==> src/rtl/uart_host_pkg.sv <==
// Shared types and UART register map for the host-side bus sequencer.
package uart_host_pkg;

  typedef enum logic [3:0] {
    C_LCRD,
    C_DLL,
    C_DLM,
    C_LCR,
    C_FCR,
    POLL,
    LSR_W,
    RX_RD,
    RX_W,
    TX_WR
  } host_state_t;

  typedef enum logic {
    GR_RX = 1'b0,
    GR_TX = 1'b1
  } grant_t;

  localparam logic [2:0] ADDR_THR = 3'd0;
  localparam logic [2:0] ADDR_DLM = 3'd1;
  localparam logic [2:0] ADDR_FCR = 3'd2;
  localparam logic [2:0] ADDR_LCR = 3'd3;
  localparam logic [2:0] ADDR_LSR = 3'd5;

  localparam int LSR_DR   = 0;
  localparam int LSR_THRE = 5;

  localparam logic [7:0] LCR_DLAB = 8'h80;

endpackage

==> src/rtl/uart_host_seq_if.sv <==
// Streaming clients plus UART register bus as seen by the host sequencer.
interface uart_host_seq_if;
  logic       tx_valid;
  logic [7:0] tx_data;
  logic       tx_ready;
  logic       rx_valid;
  logic [7:0] rx_data;
  logic       rx_ready;
  logic       cfg_done;
  logic       u_wr;
  logic       u_rd;
  logic [2:0] u_addr;
  logic [7:0] u_din;
  logic [7:0] u_dout;

  modport master (
    input  tx_valid, tx_data, rx_ready, u_dout,
    output tx_ready, rx_valid, rx_data, cfg_done, u_wr, u_rd, u_addr, u_din
  );

  modport slave (
    output tx_valid, tx_data, rx_ready, u_dout,
    input  tx_ready, rx_valid, rx_data, cfg_done, u_wr, u_rd, u_addr, u_din
  );
endinterface

==> src/rtl/uart_host_rxbuf.sv <==
// One-entry receive output register with valid/ready handshake.
module uart_host_rxbuf (
  input  logic       clk,
  input  logic       rst,
  input  logic       load,
  input  logic [7:0] load_data,
  input  logic       rx_ready,
  output logic       rx_valid,
  output logic [7:0] rx_data
);

  logic       rx_valid_q, rx_valid_d;
  logic [7:0] rx_data_q, rx_data_d;

  always_comb begin
    rx_valid_d = rx_valid_q;
    rx_data_d  = rx_data_q;
    if (rx_valid_q && rx_ready) rx_valid_d = 1'b0;
    // The sequencer only loads while the buffer is empty, so load wins safely.
    if (load) begin
      rx_valid_d = 1'b1;
      rx_data_d  = load_data;
    end
  end

  always_ff @(posedge clk or negedge rst) begin
    if (!rst) begin
      rx_valid_q <= 1'b0;
      rx_data_q  <= 8'h00;
    end else begin
      rx_valid_q <= rx_valid_d;
      rx_data_q  <= rx_data_d;
    end
  end

  assign rx_valid = rx_valid_q;
  assign rx_data  = rx_data_q;

endmodule

==> src/rtl/uart_host_seq.sv <==
// Host sequencer: configures the UART, then polls LSR and round-robins TX/RX onto the register bus.
module uart_host_seq #(
  parameter logic [15:0] DIVISOR = 16'd54,
  parameter logic [7:0]  LCR_VAL = 8'h03,
  parameter logic [7:0]  FCR_VAL = 8'h01
) (
  input logic              clk,
  input logic              rst,
  uart_host_seq_if.master  bus
);
  import uart_host_pkg::*;

  host_state_t state_q, state_d;
  grant_t      last_q, last_d;

  logic       u_wr_q, u_wr_d;
  logic       u_rd_q, u_rd_d;
  logic [2:0] u_addr_q, u_addr_d;
  logic [7:0] u_din_q, u_din_d;
  logic       tx_ready_q, tx_ready_d;
  logic       cfg_done_q, cfg_done_d;

  logic       rx_ok, tx_ok;
  logic       rx_load;
  logic       rx_valid;
  logic [7:0] rx_data;

  always_comb begin
    rx_ok   = bus.u_dout[LSR_DR] && !rx_valid;
    tx_ok   = bus.u_dout[LSR_THRE] && bus.tx_valid;
    state_d = state_q;
    last_d  = last_q;
    unique case (state_q)
      // Straight out of reset the LCR write has not been issued yet; stay one cycle to issue it.
      C_LCRD: state_d = u_wr_q ? C_DLL : C_LCRD;
      C_DLL:  state_d = C_DLM;
      C_DLM:  state_d = C_LCR;
      C_LCR:  state_d = C_FCR;
      C_FCR:  state_d = POLL;
      POLL:   state_d = LSR_W;
      LSR_W: begin
        if (rx_ok && tx_ok) state_d = (last_q == GR_TX) ? RX_RD : TX_WR;
        else if (tx_ok)     state_d = TX_WR;
        else if (rx_ok)     state_d = RX_RD;
        else                state_d = POLL;
      end
      RX_RD:  state_d = RX_W;
      RX_W: begin
        state_d = POLL;
        last_d  = GR_RX;
      end
      TX_WR: begin
        state_d = POLL;
        last_d  = GR_TX;
      end
      default: state_d = C_LCRD;
    endcase
  end

  // Bus outputs are decoded from the next state so they are flops yet line up with the state they belong to.
  always_comb begin
    u_wr_d   = 1'b0;
    u_rd_d   = 1'b0;
    u_addr_d = 3'd0;
    u_din_d  = 8'h00;
    unique case (state_d)
      C_LCRD: begin u_wr_d = 1'b1; u_addr_d = ADDR_LCR; u_din_d = LCR_VAL | LCR_DLAB;  end
      C_DLL:  begin u_wr_d = 1'b1; u_addr_d = ADDR_THR; u_din_d = DIVISOR[7:0];        end
      C_DLM:  begin u_wr_d = 1'b1; u_addr_d = ADDR_DLM; u_din_d = DIVISOR[15:8];       end
      C_LCR:  begin u_wr_d = 1'b1; u_addr_d = ADDR_LCR; u_din_d = LCR_VAL & ~LCR_DLAB; end
      C_FCR:  begin u_wr_d = 1'b1; u_addr_d = ADDR_FCR; u_din_d = FCR_VAL;             end
      POLL:   begin u_rd_d = 1'b1; u_addr_d = ADDR_LSR;                                end
      RX_RD:  begin u_rd_d = 1'b1; u_addr_d = ADDR_THR;                                end
      TX_WR:  begin u_wr_d = 1'b1; u_addr_d = ADDR_THR; u_din_d = bus.tx_data;         end
      default: ;
    endcase
    tx_ready_d = (state_d == TX_WR);
    cfg_done_d = cfg_done_q || (state_d == POLL);
  end

  always_ff @(posedge clk or negedge rst) begin
    if (!rst) begin
      state_q    <= C_LCRD;
      last_q     <= GR_RX;
      u_wr_q     <= 1'b0;
      u_rd_q     <= 1'b0;
      u_addr_q   <= 3'd0;
      u_din_q    <= 8'h00;
      tx_ready_q <= 1'b0;
      cfg_done_q <= 1'b0;
    end else begin
      state_q    <= state_d;
      last_q     <= last_d;
      u_wr_q     <= u_wr_d;
      u_rd_q     <= u_rd_d;
      u_addr_q   <= u_addr_d;
      u_din_q    <= u_din_d;
      tx_ready_q <= tx_ready_d;
      cfg_done_q <= cfg_done_d;
    end
  end

  assign rx_load = (state_q == RX_W);

  uart_host_rxbuf u_rxbuf (
    .clk       (clk),
    .rst       (rst),
    .load      (rx_load),
    .load_data (bus.u_dout),
    .rx_ready  (bus.rx_ready),
    .rx_valid  (rx_valid),
    .rx_data   (rx_data)
  );

  assign bus.u_wr     = u_wr_q;
  assign bus.u_rd     = u_rd_q;
  assign bus.u_addr   = u_addr_q;
  assign bus.u_din    = u_din_q;
  assign bus.tx_ready = tx_ready_q;
  assign bus.cfg_done = cfg_done_q;
  assign bus.rx_valid = rx_valid;
  assign bus.rx_data  = rx_data;

endmodule

==> src/flat_wrapper.sv <==
// flat-port wrapper written by rule: the top's interface ports become plain ports
module uart_host_seq_flat import uart_host_pkg::*;
#(
  parameter logic [15:0] DIVISOR = 16'd54,
  parameter logic [7:0]  LCR_VAL = 8'h03,
  parameter logic [7:0]  FCR_VAL = 8'h01
)
  (clk, rst, bus_tx_valid, bus_tx_data, bus_rx_ready, bus_u_dout, bus_tx_ready, bus_rx_valid, bus_rx_data, bus_cfg_done, bus_u_wr, bus_u_rd, bus_u_addr, bus_u_din);
  uart_host_seq_if bus_i ();
  input logic clk;
  input logic rst;
  input wire logic [$bits(bus_i.tx_valid)-1:0] bus_tx_valid;
  input wire logic [$bits(bus_i.tx_data)-1:0] bus_tx_data;
  input wire logic [$bits(bus_i.rx_ready)-1:0] bus_rx_ready;
  input wire logic [$bits(bus_i.u_dout)-1:0] bus_u_dout;
  output wire logic [$bits(bus_i.tx_ready)-1:0] bus_tx_ready;
  output wire logic [$bits(bus_i.rx_valid)-1:0] bus_rx_valid;
  output wire logic [$bits(bus_i.rx_data)-1:0] bus_rx_data;
  output wire logic [$bits(bus_i.cfg_done)-1:0] bus_cfg_done;
  output wire logic [$bits(bus_i.u_wr)-1:0] bus_u_wr;
  output wire logic [$bits(bus_i.u_rd)-1:0] bus_u_rd;
  output wire logic [$bits(bus_i.u_addr)-1:0] bus_u_addr;
  output wire logic [$bits(bus_i.u_din)-1:0] bus_u_din;
  assign bus_i.tx_valid = bus_tx_valid;
  assign bus_i.tx_data = bus_tx_data;
  assign bus_i.rx_ready = bus_rx_ready;
  assign bus_i.u_dout = bus_u_dout;
  assign bus_tx_ready = bus_i.tx_ready;
  assign bus_rx_valid = bus_i.rx_valid;
  assign bus_rx_data = bus_i.rx_data;
  assign bus_cfg_done = bus_i.cfg_done;
  assign bus_u_wr = bus_i.u_wr;
  assign bus_u_rd = bus_i.u_rd;
  assign bus_u_addr = bus_i.u_addr;
  assign bus_u_din = bus_i.u_din;
  uart_host_seq #(.DIVISOR(DIVISOR), .LCR_VAL(LCR_VAL), .FCR_VAL(FCR_VAL)) u_core (.clk(clk), .rst(rst), .bus(bus_i));
endmodule
==> config.mk <==
export PLATFORM = sky130hd
export DESIGN_NAME = uart_host_seq_flat
export DESIGN_NICKNAME = d
export VERILOG_FILES = /design/src/rtl/uart_host_pkg.sv /design/src/rtl/uart_host_seq_if.sv /design/src/rtl/uart_host_rxbuf.sv /design/src/rtl/uart_host_seq.sv /design/src/flat_wrapper.sv
export SDC_FILE = /design/constraint.sdc
export NUM_CORES = 1
export LEC_CHECK = 0
export BUFFER_PORTS_ARGS = -buffer_cell sky130_fd_sc_hd__buf_2
export CORE_ASPECT_RATIO = 0.6
export CORE_MARGIN = 3
export CORE_UTILIZATION = 47
export DETAILED_ROUTE_END_ITERATION = 8
export PLACE_DENSITY_LB_ADDON = 0.05
export SLEW_MARGIN = 20
export SYNTH_ARGS = -nofsm -noshare
export SYNTH_HDL_FRONTEND = slang
export SYNTH_SLANG_ARGS = --single-unit
==> constraint.sdc <==
create_clock -name clk -period 4.44 [get_ports clk]
set_clock_uncertainty 0.1 [all_clocks]
set_input_delay 0.444 -clock clk [delete_from_list [all_inputs] [get_ports clk]]
set_output_delay 0.444 -clock clk [all_outputs]
set_load 0.02 [all_outputs]
; ---- Word level (Yosys, flattened, before mapping)
; Index checks and enable logic that the tools add are counted.
[word_totals]
regBits = 29
output_inout_bits = 24
mem_count = 0
latchBits = 0
ramBits = 0
rom_bits = 0
[op_classes]
n_eq_ne = 16
muxes = 13
add_sub_neg = 0
order_cmp = 0
div_mod_pow = 0
n_bitwise = 0
reduce_logical = 14
shifts = 0
n_mul = 0
[op_table]
columns = cell, n
row1 = one-hot mux 8 bit (5 select lines), 1
row2 = one-hot mux 4 bit (8 select lines), 1
row3 = equality test 4 x 3 -> 1 bit (second input constant), 7
row4 = equality test 4 x 2 -> 1 bit (second input constant), 4
row5 = equality test 4 bit (second input constant), 3
row6 = two-way mux 4 bit, 3
row7 = one-hot mux 3 bit (4 select lines), 1
row8 = equality test 4 x 1 -> 1 bit (second input constant), 2
row9 = zero test 4 bit, 2
row10 = OR reduction 6 bit, 1
row11 = two-way mux 1 bit, 5
row12 = logical AND 1 bit, 4
row13 = nonzero test 2 bit, 2
row14 = OR reduction 2 bit, 2
row15 = OR reduction 3 bit, 1
row16 = two-way mux 2 bit, 1
row17 = one-hot mux 1 bit (2 select lines), 1
row18 = zero test 1 bit, 1
row19 = logical OR 1 bit, 1

; ---- Longest topological paths before layout
[logic_depth]
depth_word = 9
mapped_depth = 6
ltp_nobuf = 4

; ---- By module
; Synthesis repeated with hierarchy kept, for this count alone.
[hier_totals]
cells_unflattened = 101
hier_area_um2 = 1288.7
[by_module_without_submodules]
columns = mod, instances, cells_per_inst, seq_area_each_um2, area_per_inst_um2
row1 = uart_host_seq, 1, 81, 500.5, 919.6
row2 = uart_host_rxbuf, 1, 20, 225.2, 369.1

; ---- Worst setup path before layout
; Ideal clock, no wire load.
[synth_path]
path_type = reg2reg
start = register u_core.state_q[1]
end = register u_core.u_rxbuf.rx_data_q[0], in the netlist u_core.u_rxbuf.rx_data[0]
t_arrival_ns = 1.244
setup_slack_ns = 2.971
setup_ns = 0.125
path_stages_with_launch = 5
period_less_slack_ns = 1.469
n_path_buf = 0
cell_sequence = dfrtp_1 nor2_1 nand2_1 nor2_4 mux2_2
[synth_via]
elab_chain_cells = 1
[synth_lines]
columns = item, line
row1 = start: declaration, uart_host_seq.sv:13  ; host_state_t state_q, state_d;
row2 = start signal: assignment, uart_host_seq.sv:92  ; state_q <= state_d;
row3 = equality test 4 bit, uart_host_seq.sv:103  ; assign rx_load = (state_q == RX_W);
row4 = end signal: assignment, uart_host_rxbuf.sv:32  ; rx_data_q <= rx_data_d;
row5 = end: declaration, uart_host_rxbuf.sv:13  ; logic [7:0] rx_data_q, rx_data_d;
; Every way passes these cells.
; A chain may end at the register's enable or synchronous reset.

; ---- Worst setup path in the final report
[layout_path]
start = register u_core.state_q[2]
end = register u_core.u_rxbuf.rx_data_q[5], in the netlist u_core.u_rxbuf.rx_data[5]
; Same word-level chain as after synthesis.

==> qor.yml <==
status: "completed"
place_congestion: 0.813
post_cts_buffers: 0
total_power_mw: 1.21
numCtsBuffers: 5
grt_pass1_wl_mm: 4.29
mostFrequentLayoutCells: "43 x buf_2, 29 x dfrtp_1, 9 x mux2_2"
cts.sinks: 29
io_pins: 44
seqCellArea_um2: 726
crit_family: "simple AND/OR/NAND/NOR gates"
setup_viol: 0
ant_nets: 0
antennaDiodeCount: 0
cts_resized: 0
synth_xor_area_share_pct: 0.697
path_clk_slew_ns: 0.06
layout_commonest_cell: "buf_2"
dp_cells: 171
avgRoutedWirePerCell_um: 14.8
slew-limit-headroom_pct: 58.0
reg2reg_depth: 4
die-area_mm2: 0.00335
viasPerCell: 5.35
drt_iter0_markers: 108
cp.required_ns: 4.50
crit_type: "register to register"
async_reset_ff_share_pct: 100
netlist_instances: 103
syn_avg_cell_area_um2: 12.2
synth-compound-area-share_pct: 14.2
arrival_ns: 1.94
seqPwrFrac_pct: 37.6
p_sw_uw: 469
final_cells: 179
synth_ff_type: "dfrtp_1"
overflow: 0
dieHeight_um: 46.1
tns_ns: 0
multiInputGateArea_um2: 482
crit_buf_inv: 0
rows: 13
gr-usage-all-layers_pct: 17.9
clock.fmax_mhz: 532
yosysWarnings: 0
syn_area_mm2: 0.00126
rsz0062_at_grt: "no"
die_x_um: 72.8
core_mm2: 0.00234
swShare_pct: 38.7
synth_top_family_by_area: "simple AND/OR/NAND/NOR gates"
cts_buffer_depth: 2
r2r_slack_ns: 2.56
fin_nets: 168
grt_pass1_vias: 889
critPathLaunchType: "register"
clk_latency_ns: 0.28
worstPathMaxFanout: 13
synthMuxAreaShare_pct: 8.06
route.detailed.drc: 0
min_path_type: "input pin to async pin"
cap_violations: 0
p_comb_share_pct: 39.0
finalWirelength_mm: 2.66
ys_ff_latch: 29
power.density_mw_per_mm2: 760
syn_to_final_growth_pct: 26.9
worst_pin_slew_ns: 0.631
path_cells: "nor2_1, nand2_1, nor2_4, mux2_2"
p_leak_nw: 0.836
synth_simple_gate_area_share_pct: 15.3
drive_above_1_share_pct: 45.0
period_share_pct: 42.3
ir_drop_mv: 0.442
cts_tree: "built"
yosysUniqueCellTypes: 34
io_buffers: 43
hold_viol_final: 0
syn_nets: 123
grt_max_degree: 30
slowest_delay_ns: 0.56
power_frac_clock_pct: 23.4
htreeDepth: 2
cp_num_cells: 4
synth_edf_count: 0
n_fill_cell: 184
num_vias: 958
root_buffer: "clkbuf_8"
postCtsHoldBufs: 0
yosysSeqAreaShare_pct: 57.7
synthAdderAreaFrac_pct: 0
p_int_uw: 744
dp_hpwl_mm: 1.95
antenna_found_initial: 0
finalCriticalPeriod_ns: 1.88
start_util_pct: 53.7
critical_path.endpoint_type: "register"
first_pass_iters: 4
drv_slew: 0
hold_ws_ns: 0.0780
critPathSlowestCell: "dfrtp_1"
==> cells by family (layout without fill, tap and decap cells) <==
family | after synthesis | after routing
and+or+nand+nor | 33 | 33
DFF | 29 | 29
xor gates and xnor gates | 1 | 1
AOI/OAI and AO/OA | 22 | 22
muxes | 9 | 9
buffers and inverters | 9 | 55
==> worst register-to-register path, delay by kind of cell (launching register included) <==
family	cells	cell delay, ns
flops	1	0.56
simple gates	3	0.73
mux	1	0.37
==> stage by stage <==
| step | area (µm²) | util [%] | setup slack, ns |
|---|---|---|---|
| 2_1_floorplan | 1260 | - | 2.97 |
| 3_3_place_gp | 1480 | 63.0 | 2.71 |
| 3_5_place_dp | 1480 | 63.0 | 2.61 |
| 4_1_cts | 1600 | 68.1 | 2.56 |
| 5_1_grt | 1600 | 68.1 | 2.43 |
| 6_report | 1600 | 68.1 | 2.56 |
==> layout make-up <==
cell class | instances | area share [%]
Clock inverter | 2 | 2.35
Timing Repair Buffer | 43 | 13.5
Tap cell | 30 | 2.35
Inverter | 4 | 0.941
Multi-Input combinational cell | 65 | 30.2
Sequential cell | 29 | 45.5
Clock buffer | 6 | 5.18
==> synthesized netlist by cell type (2+ instances only) <==
library cell	number	share of area (%)
dfrtp_1	29	58
nand3_1	2	0.80
and2_1	2	0.99
mux2_2	9	8.1
a21oi_1	3	1.2
buf_4	4	2.4
nor2b_1	6	3.0
inv_1	4	1.2
a21o_1	4	2.4
nor2_1	5	1.5
nand2_1	6	1.8
o21ai_0	4	1.6
nand2b_1	2	0.99
nand3b_1	3	1.8
==> per-layer routing <==
layer	routed length, µm	global-route usage [%]
met1	1190	23.7
met2	1210	26.5
met3	249	7.63
met4	8	6.62
met5	0	0
==> worst paths after layout <==
kind / to / startpoint
max: u_core.u_rxbuf.rx_data[5] / u_core.state_q[2]
min: u_core.bus.u_addr[1] / rst
max reg2reg: u_core.u_rxbuf.rx_data[5] / u_core.state_q[2]
min reg2reg: u_core.bus.cfg_done / u_core.bus.cfg_done
max in group asynchronous: u_core.state_q[3] / rst
min in group clk: u_core.u_rxbuf.rx_valid / bus_rx_ready
==> state kept, by name, summed over array words and instances, names as in the netlist <==
register / cells
u_core.bus.u_rd: 1
u_core.bus.u_din: 8
u_core.bus.u_wr: 1
u_core.bus.u_addr: 3
u_core.last_q: 1
u_core.state_q: 4
u_core.bus.tx_ready: 1
u_core.u_rxbuf.rx_data: 8
u_core.bus.cfg_done: 1
u_core.u_rxbuf.rx_valid: 1
==> power by group through the flow <==
stage | clock network (mW) | logic [mW] | registers (mW)
2_1_floorplan | 0 | 0.293 | 0.503
3_3_place_gp | 0 | 0.460 | 0.452
3_5_place_dp | 0 | 0.474 | 0.458
4_1_cts | 0.289 | 0.476 | 0.455
5_1_grt | 0.303 | 0.514 | 0.473
6_report | 0.284 | 0.473 | 0.457
Power figures use the tool's default switching activity.
